**config.mk**
```make
export PLATFORM = sky130hd
export DESIGN_NAME = pair_unit_arbiter
export DESIGN_NICKNAME = d
export VERILOG_FILES = /design/src/rtl/pair_unit_arbiter.sv
export SDC_FILE = /design/constraint.sdc
export NUM_CORES = 1
export LEC_CHECK = 0
export CORE_MARGIN = 2
export CORE_UTILIZATION = 30
export CTS_CLUSTER_SIZE = 40
export DETAILED_ROUTE_END_ITERATION = 8
export PLACE_DENSITY = 0.63
export SLEW_MARGIN = 20
export SYNTH_ARGS = -nofsm -noshare
export SYNTH_HDL_FRONTEND = slang
export SYNTH_SLANG_ARGS = --single-unit
export TNS_END_PERCENT = 50
```
**constraint.sdc**
```tcl
create_clock -name clk -period 4.3 [get_ports clk]
set_input_delay 0.86 -clock clk [delete_from_list [all_inputs] [get_ports clk]]
set_output_delay 0.86 -clock clk [all_outputs]
set_load 0.02 [all_outputs]
```
**src/rtl/pair_unit_arbiter.sv**
```systemverilog
// Round-robin arbiter that shares one 8-bit pair-combine unit among N_REQ requesters.
// One operand pair is in flight at a time; each result or timeout is returned tagged with its requester.
module pair_unit_arbiter #(
    parameter int unsigned N_REQ   = 4,
    parameter int unsigned TIMEOUT = 15,
    localparam int unsigned ID_W   = $clog2(N_REQ)
) (
    input  logic                 clk,
    input  logic                 reset,

    input  logic [N_REQ-1:0]     req_valid_i,
    input  logic [8*N_REQ-1:0]   req_a_i,
    input  logic [8*N_REQ-1:0]   req_b_i,
    output logic [N_REQ-1:0]     req_ready_o,

    output logic                 unit_a_valid_o,
    output logic                 unit_b_valid_o,
    output logic [7:0]           unit_a_o,
    output logic [7:0]           unit_b_o,
    input  logic [15:0]          unit_result_i,
    input  logic                 unit_result_valid_i,

    output logic                 rsp_valid_o,
    input  logic                 rsp_ready_i,
    output logic [ID_W-1:0]      rsp_id_o,
    output logic [15:0]          rsp_data_o,
    output logic                 rsp_error_o
);

    typedef enum logic [1:0] {
        StIdle,
        StIssue,
        StWait,
        StResp
    } state_e;

    localparam logic [ID_W:0]   NReqW   = (ID_W+1)'(N_REQ);
    localparam logic [ID_W-1:0] LastId  = ID_W'(N_REQ - 1);
    localparam logic [7:0]      CntLast = 8'(TIMEOUT - 1);

    state_e          state_q;
    logic [ID_W-1:0] ptr_q;
    logic [ID_W-1:0] win_q;
    logic [7:0]      op_a_q;
    logic [7:0]      op_b_q;
    logic [7:0]      cnt_q;
    logic            unit_valid_q;
    logic            rsp_valid_q;
    logic [ID_W-1:0] rsp_id_q;
    logic [15:0]     rsp_data_q;
    logic            rsp_error_q;

    logic [N_REQ-1:0] grant;
    logic [ID_W-1:0]  grant_id;
    logic             grant_found;
    logic [ID_W:0]    cand_sum;
    logic [ID_W-1:0]  cand_id;
    logic [7:0]       sel_a;
    logic [7:0]       sel_b;
    logic [ID_W-1:0]  ptr_next;

    // Search from ptr upward, wrapping at N_REQ; the first valid requester wins.
    always_comb begin
        grant       = '0;
        grant_id    = '0;
        grant_found = 1'b0;
        cand_sum    = '0;
        cand_id     = '0;
        if (state_q == StIdle && !reset) begin
            for (int unsigned i = 0; i < N_REQ; i++) begin
                cand_sum = {1'b0, ptr_q} + (ID_W+1)'(i);
                cand_id  = (cand_sum >= NReqW) ? ID_W'(cand_sum - NReqW) : ID_W'(cand_sum);
                if (!grant_found && req_valid_i[cand_id]) begin
                    grant_found    = 1'b1;
                    grant_id       = cand_id;
                    grant[cand_id] = 1'b1;
                end
            end
        end
    end

    assign sel_a    = req_a_i[8*grant_id +: 8];
    assign sel_b    = req_b_i[8*grant_id +: 8];
    assign ptr_next = (win_q == LastId) ? '0 : win_q + ID_W'(1);

    always_ff @(posedge clk or posedge reset) begin
        if (reset) begin
            state_q      <= StIdle;
            ptr_q        <= '0;
            win_q        <= '0;
            op_a_q       <= '0;
            op_b_q       <= '0;
            cnt_q        <= '0;
            unit_valid_q <= 1'b0;
            rsp_valid_q  <= 1'b0;
            rsp_id_q     <= '0;
            rsp_data_q   <= '0;
            rsp_error_q  <= 1'b0;
        end else begin
            unique case (state_q)
                StIdle: begin
                    if (grant_found) begin
                        win_q        <= grant_id;
                        op_a_q       <= sel_a;
                        op_b_q       <= sel_b;
                        unit_valid_q <= 1'b1;
                        state_q      <= StIssue;
                    end
                end
                StIssue: begin
                    unit_valid_q <= 1'b0;
                    cnt_q        <= '0;
                    state_q      <= StWait;
                end
                StWait: begin
                    cnt_q <= cnt_q + 8'd1;
                    // A result landing on the timeout cycle still counts as a success.
                    if (unit_result_valid_i) begin
                        rsp_data_q  <= unit_result_i;
                        rsp_error_q <= 1'b0;
                        rsp_id_q    <= win_q;
                        rsp_valid_q <= 1'b1;
                        state_q     <= StResp;
                    end else if (cnt_q == CntLast) begin
                        rsp_data_q  <= '0;
                        rsp_error_q <= 1'b1;
                        rsp_id_q    <= win_q;
                        rsp_valid_q <= 1'b1;
                        state_q     <= StResp;
                    end
                end
                StResp: begin
                    if (rsp_ready_i) begin
                        rsp_valid_q <= 1'b0;
                        ptr_q       <= ptr_next;
                        state_q     <= StIdle;
                    end
                end
                default: state_q <= StIdle;
            endcase
        end
    end

    assign req_ready_o    = grant;
    assign unit_a_valid_o = unit_valid_q;
    assign unit_b_valid_o = unit_valid_q;
    assign unit_a_o       = op_a_q;
    assign unit_b_o       = op_b_q;
    assign rsp_valid_o    = rsp_valid_q;
    assign rsp_id_o       = rsp_id_q;
    assign rsp_data_o     = rsp_data_q;
    assign rsp_error_o    = rsp_error_q;

endmodule

```
==> metrics.md <==
| Metric | Value |
|---|---|
| Layout cells sized above 1 | 0.0923 |
| Max Root-Sink Buffers | 2 |
| Leading cell type in the layout, fill and taps excluded | clkdlybuf4s50_1 |
| Mapped Nets | around 450 |
| Reg2reg start | ptr_q[1] |
| Initial antenna violation count | 0 |
| # nets final | 569 |
| Dominant synthesized flop cell | dfrtp_1 |
| Flop pwr share | 0.273 |
| DP HPWL | ~7000 um |
| Combinational share of power | 0.615 |
| Total power per unit cell area | 629 mW/mm2 |
| Netlist cell types | between 40 and 50 |
| Final hold violations | 0 |
| Post-synthesis instance total | 342 |
| Endpoint class of the critical path | output pin |
| R2R setup slack | ~1.2 ns |
| Hold depth | 1 |
| Min-Delay Endpoint | cnt_q[3] |
| Syn. warnings | 0 |
| Setup CP Type | in -> out |
| Largest family of logic cells by synthesized area | simple AND/OR/NAND/NOR gates |
| Die Area | between 0.01 and 0.015 mm2 |
| Std-Cell Rows | 37 |
| # diodes | 0 |
| # DRC | 0 |
| Clk slew on worst S/H paths | 0.09 ns |
| LEAKAGE | between 2 and 2.5 nW |
| CTS HTree Levels | 2 |
| Commonest cells after routing, fill and taps aside | clkdlybuf4s50_1, nand2_1, dfrtp_1 |
| Mux share of post-synthesis cell area | 0.132 |
| FF-to-FF path depth | 8 |
| Crit path max-delay cell type | clkdlybuf4s50_1 |
| Yosys top cell area share | 0.393 |
| GRT overflow | 0 |
| Status | finished, final reports clean |
| Max FO, Critical Path | 5 |
| # IOs | 130 |
| Most frequent cell on the critical path | clkdlybuf4s50_1 |
| Cts hold-fix bufs | 0 |
| Fin. max-slew vios | 0 |
| Compound-Gate Fraction of Synth Area | 0.164 |
| Fin Setup TNS | 0 ns |
| Clock Latency Late Sink | roughly 0.30 ns |
| Slew headroom | 0.536 |
| CP max stage delay | 0.61 ns |
| Vias in the first global route | about 3.1k |
| Critical-path cell list | clkdlybuf4s50_1 > or3b_1 > a211o_1 > a21o_1 > o31ai_1 > a221oi_1 > nor2_1 > clkdlybuf4s50_1 |
| Fmax | 241 MHz |
| Worst Path Required | 3.44 ns |
| Initial Util | 0.312 |
| Fraction of registers with async set/reset | 1.00 |
| First-pass GRT wire length | 15000 um |
| Syn_area_per_cell | 9.50 um2 |
| Vias | a little over 3k |
| Vias/cell | 5.04 |
| Sequential share of the synthesized area | 0.393 |
| Slew @ Worst Pin | 0.696 ns |
| Core Footprint | 0.0104 mm2 |
| Cell taking the most area after synthesis | dfrtp_1 |
| Final Critical Period | 4.15 ns |
| Routed wire per std cell | 15.4 um |
| RSZ-0062 raised after global routing | false |
| Simple-Gate Fraction of Synth Area | 0.193 |
| Die Span Y | between 100 and 150 um |
| Layout area overhead | 46.4% |
| Hold_sp | cnt_q[3] |
| Max Clock Skew | 0.00444 ns |
| Total GRT Usage | 0.158 |
| Post-synthesis adder-cell area fraction | 0.0616 |
| R2R Path End | unit_a_o[3] |
| Final setup viols | 0 |
| Hold WC Path Type | reg -> reg |
| Area contributors post-synth | dfrtp_1, mux2i_1, nand2_1 |
| Detailed Routing Iterations Pass 1 | 4 |
| EDFF count, synth | 0 |
| Clock root cell | clkbuf_8 |
| WL final | slightly above 9000 um |
| P_int | roughly 0.0017 W |
| Die Wd | between 100 and 150 um |
| #FFs+latches synth | 51 |
| Total design power | between 0.002 and 0.003 W |
| Largest net degree at the start of global routing | 53 |
| Sw Ratio | 0.433 |
| Startpoint types | primary input |
| Fin crit share | 0.965 |
| Max cap viols | 0 |
| # port buffers | 129 |
| # clock sinks | 51 |
| Critical path arrival | about 3.3 ns |
| Placer Congestion | approximately 0.80 |
| Peak supply drop | ~0.27 mV |
| Switch Pwr | 0.00130 W |
| XOR/XNOR Fraction of Synth Area | 0 |
| Antenna Nets Post-Route | 0 |
| Clk network pwr share | 0.113 |
| CTS tree | done |
| Cell Area, Synth | 0.00325 mm2 |
| Inserted Clock Buffers | 5 |
| DRT iter0 DRCs | 105 |
-- per-stage QoR --
step | util | area (um2) | hold slack, ns | setup slack (ns) | cells
after floorplan | - | 3250 | 0.444 | 0.679 | 342
after global placement | 0.444 | 4630 | 0.464 | 0.216 | 593
after detailed placement | 0.444 | 4630 | 0.470 | 0.0992 | 593
after CTS | 0.455 | 4740 | 0.485 | 0.0617 | 601
after global routing | 0.457 | 4760 | 0.536 | 0.0188 | 602
final | 0.457 | 4760 | 0.493 | 0.152 | 602
-- synthesized netlist by cell type (2+ instances only) --
| cell type | instances |
|---|---|
| inv_1 | 11 |
| nor2_1 | 23 |
| o31ai_1 | 5 |
| a211oi_1 | 8 |
| a21oi_1 | 5 |
| nand2_1 | 70 |
| a211oi_2 | 8 |
| nand4_1 | 2 |
| mux2i_1 | 29 |
| buf_2 | 6 |
| a21o_1 | 2 |
| and2_1 | 2 |
| clkbuf_1 | 9 |
| ha_1 | 16 |
| a211o_1 | 2 |
| mux2_2 | 5 |
| buf_6 | 4 |
| nand2b_1 | 2 |
| o21ai_0 | 9 |
| and3_1 | 9 |
| o21ai_2 | 2 |
| o221ai_1 | 9 |
| buf_4 | 2 |
| a22oi_1 | 4 |
| a221oi_1 | 4 |
| o22ai_1 | 2 |
| and4_1 | 2 |
| mux4_2 | 3 |
| nand3_1 | 20 |
| dfrtp_1 | 51 |
-- critical path, delay by kind of cell --
family | cells | cell delay [ns]
AO/OA/AOI/OAI | 4 | 0.74
AND/OR/NAND/NOR | 2 | 0.52
buffers and inverters | 2 | 1.17
-- routing by layer --
| metal | vias up | global-route usage | share of wire |
|---|---|---|---|
| met3 | 15 | 0.0416 | 0.074 |
| met4 | 0 | 0.0375 | 0.013 |
| li1 | 1468 | - | - |
| met1 | 1443 | 0.202 | 0.42 |
| met2 | 106 | 0.268 | 0.49 |
| met5 | - | 0 | 0 |
-- layout make-up --
class                      count  area (um2)
clock buffer                   5        68.8
clock inverter                 3        43.8
fill                        1014        5660
inverter                      11        41.3
multi-input combinational    258        1790
sequential                    51        1280
tap                          136         170
timing repair buffer         138        1370
-- power by group through the flow --
stage / registers [W] / clock network [W] / logic, W
3_5_place_dp: 0.000821 / 0 / 0.00184
4_1_cts: 0.000818 / 0.000349 / 0.00185
2_1_floorplan: 0.00101 / 0 / 0.00103
6_report: 0.000816 / 0.000337 / 0.00184
3_3_place_gp: 0.000815 / 0 / 0.00181
5_1_grt: 0.000846 / 0.000369 / 0.00202
-- worst max path at each step --
| stage | slack, ns | end | start |
|---|---|---|---|
| global placement | 0.22 | req_ready_o[0] | req_valid_i[2] |
| detailed placement | 0.1 | req_ready_o[1] | req_valid_i[3] |
| CTS | 0.06 | req_ready_o[1] | ptr_q[1] |
| global route | 0.02 | req_ready_o[0] | req_valid_i[0] |
| floorplan | 0.68 | req_ready_o[0] | reset |
| finish | 0.15 | req_ready_o[0] | req_valid_i[2] |
-- sequential cells by signal, summed over array words and instances, names as in the netlist, 2 cells and up --
| register | count |
|---|---|
| rsp_data_o | 16 |
| cnt_q | 8 |
| unit_a_o | 8 |
| unit_b_o | 8 |
| ptr_q | 2 |
| rsp_id_o | 2 |
| state_q | 2 |
| win_q | 2 |
-- cells by family after synthesis --
group,count (synthesis)
compound gates,66
flops,51
simple gates,138
fa+ha+maj,16
mux,38
buf+inv,33
-- repair_timing --
| item | CTS | global route |
|---|---|---|
| setup endpoints to repair | 2 | 4 |
| gates cloned | 0 | 0 |
| gates resized for setup | 1 | 4 |
| buffers inserted | 0 | 1 |
| endpoints found under the hold margin | 0 | 0 |
No activity file was read; power rests on OpenSTA's default activity.
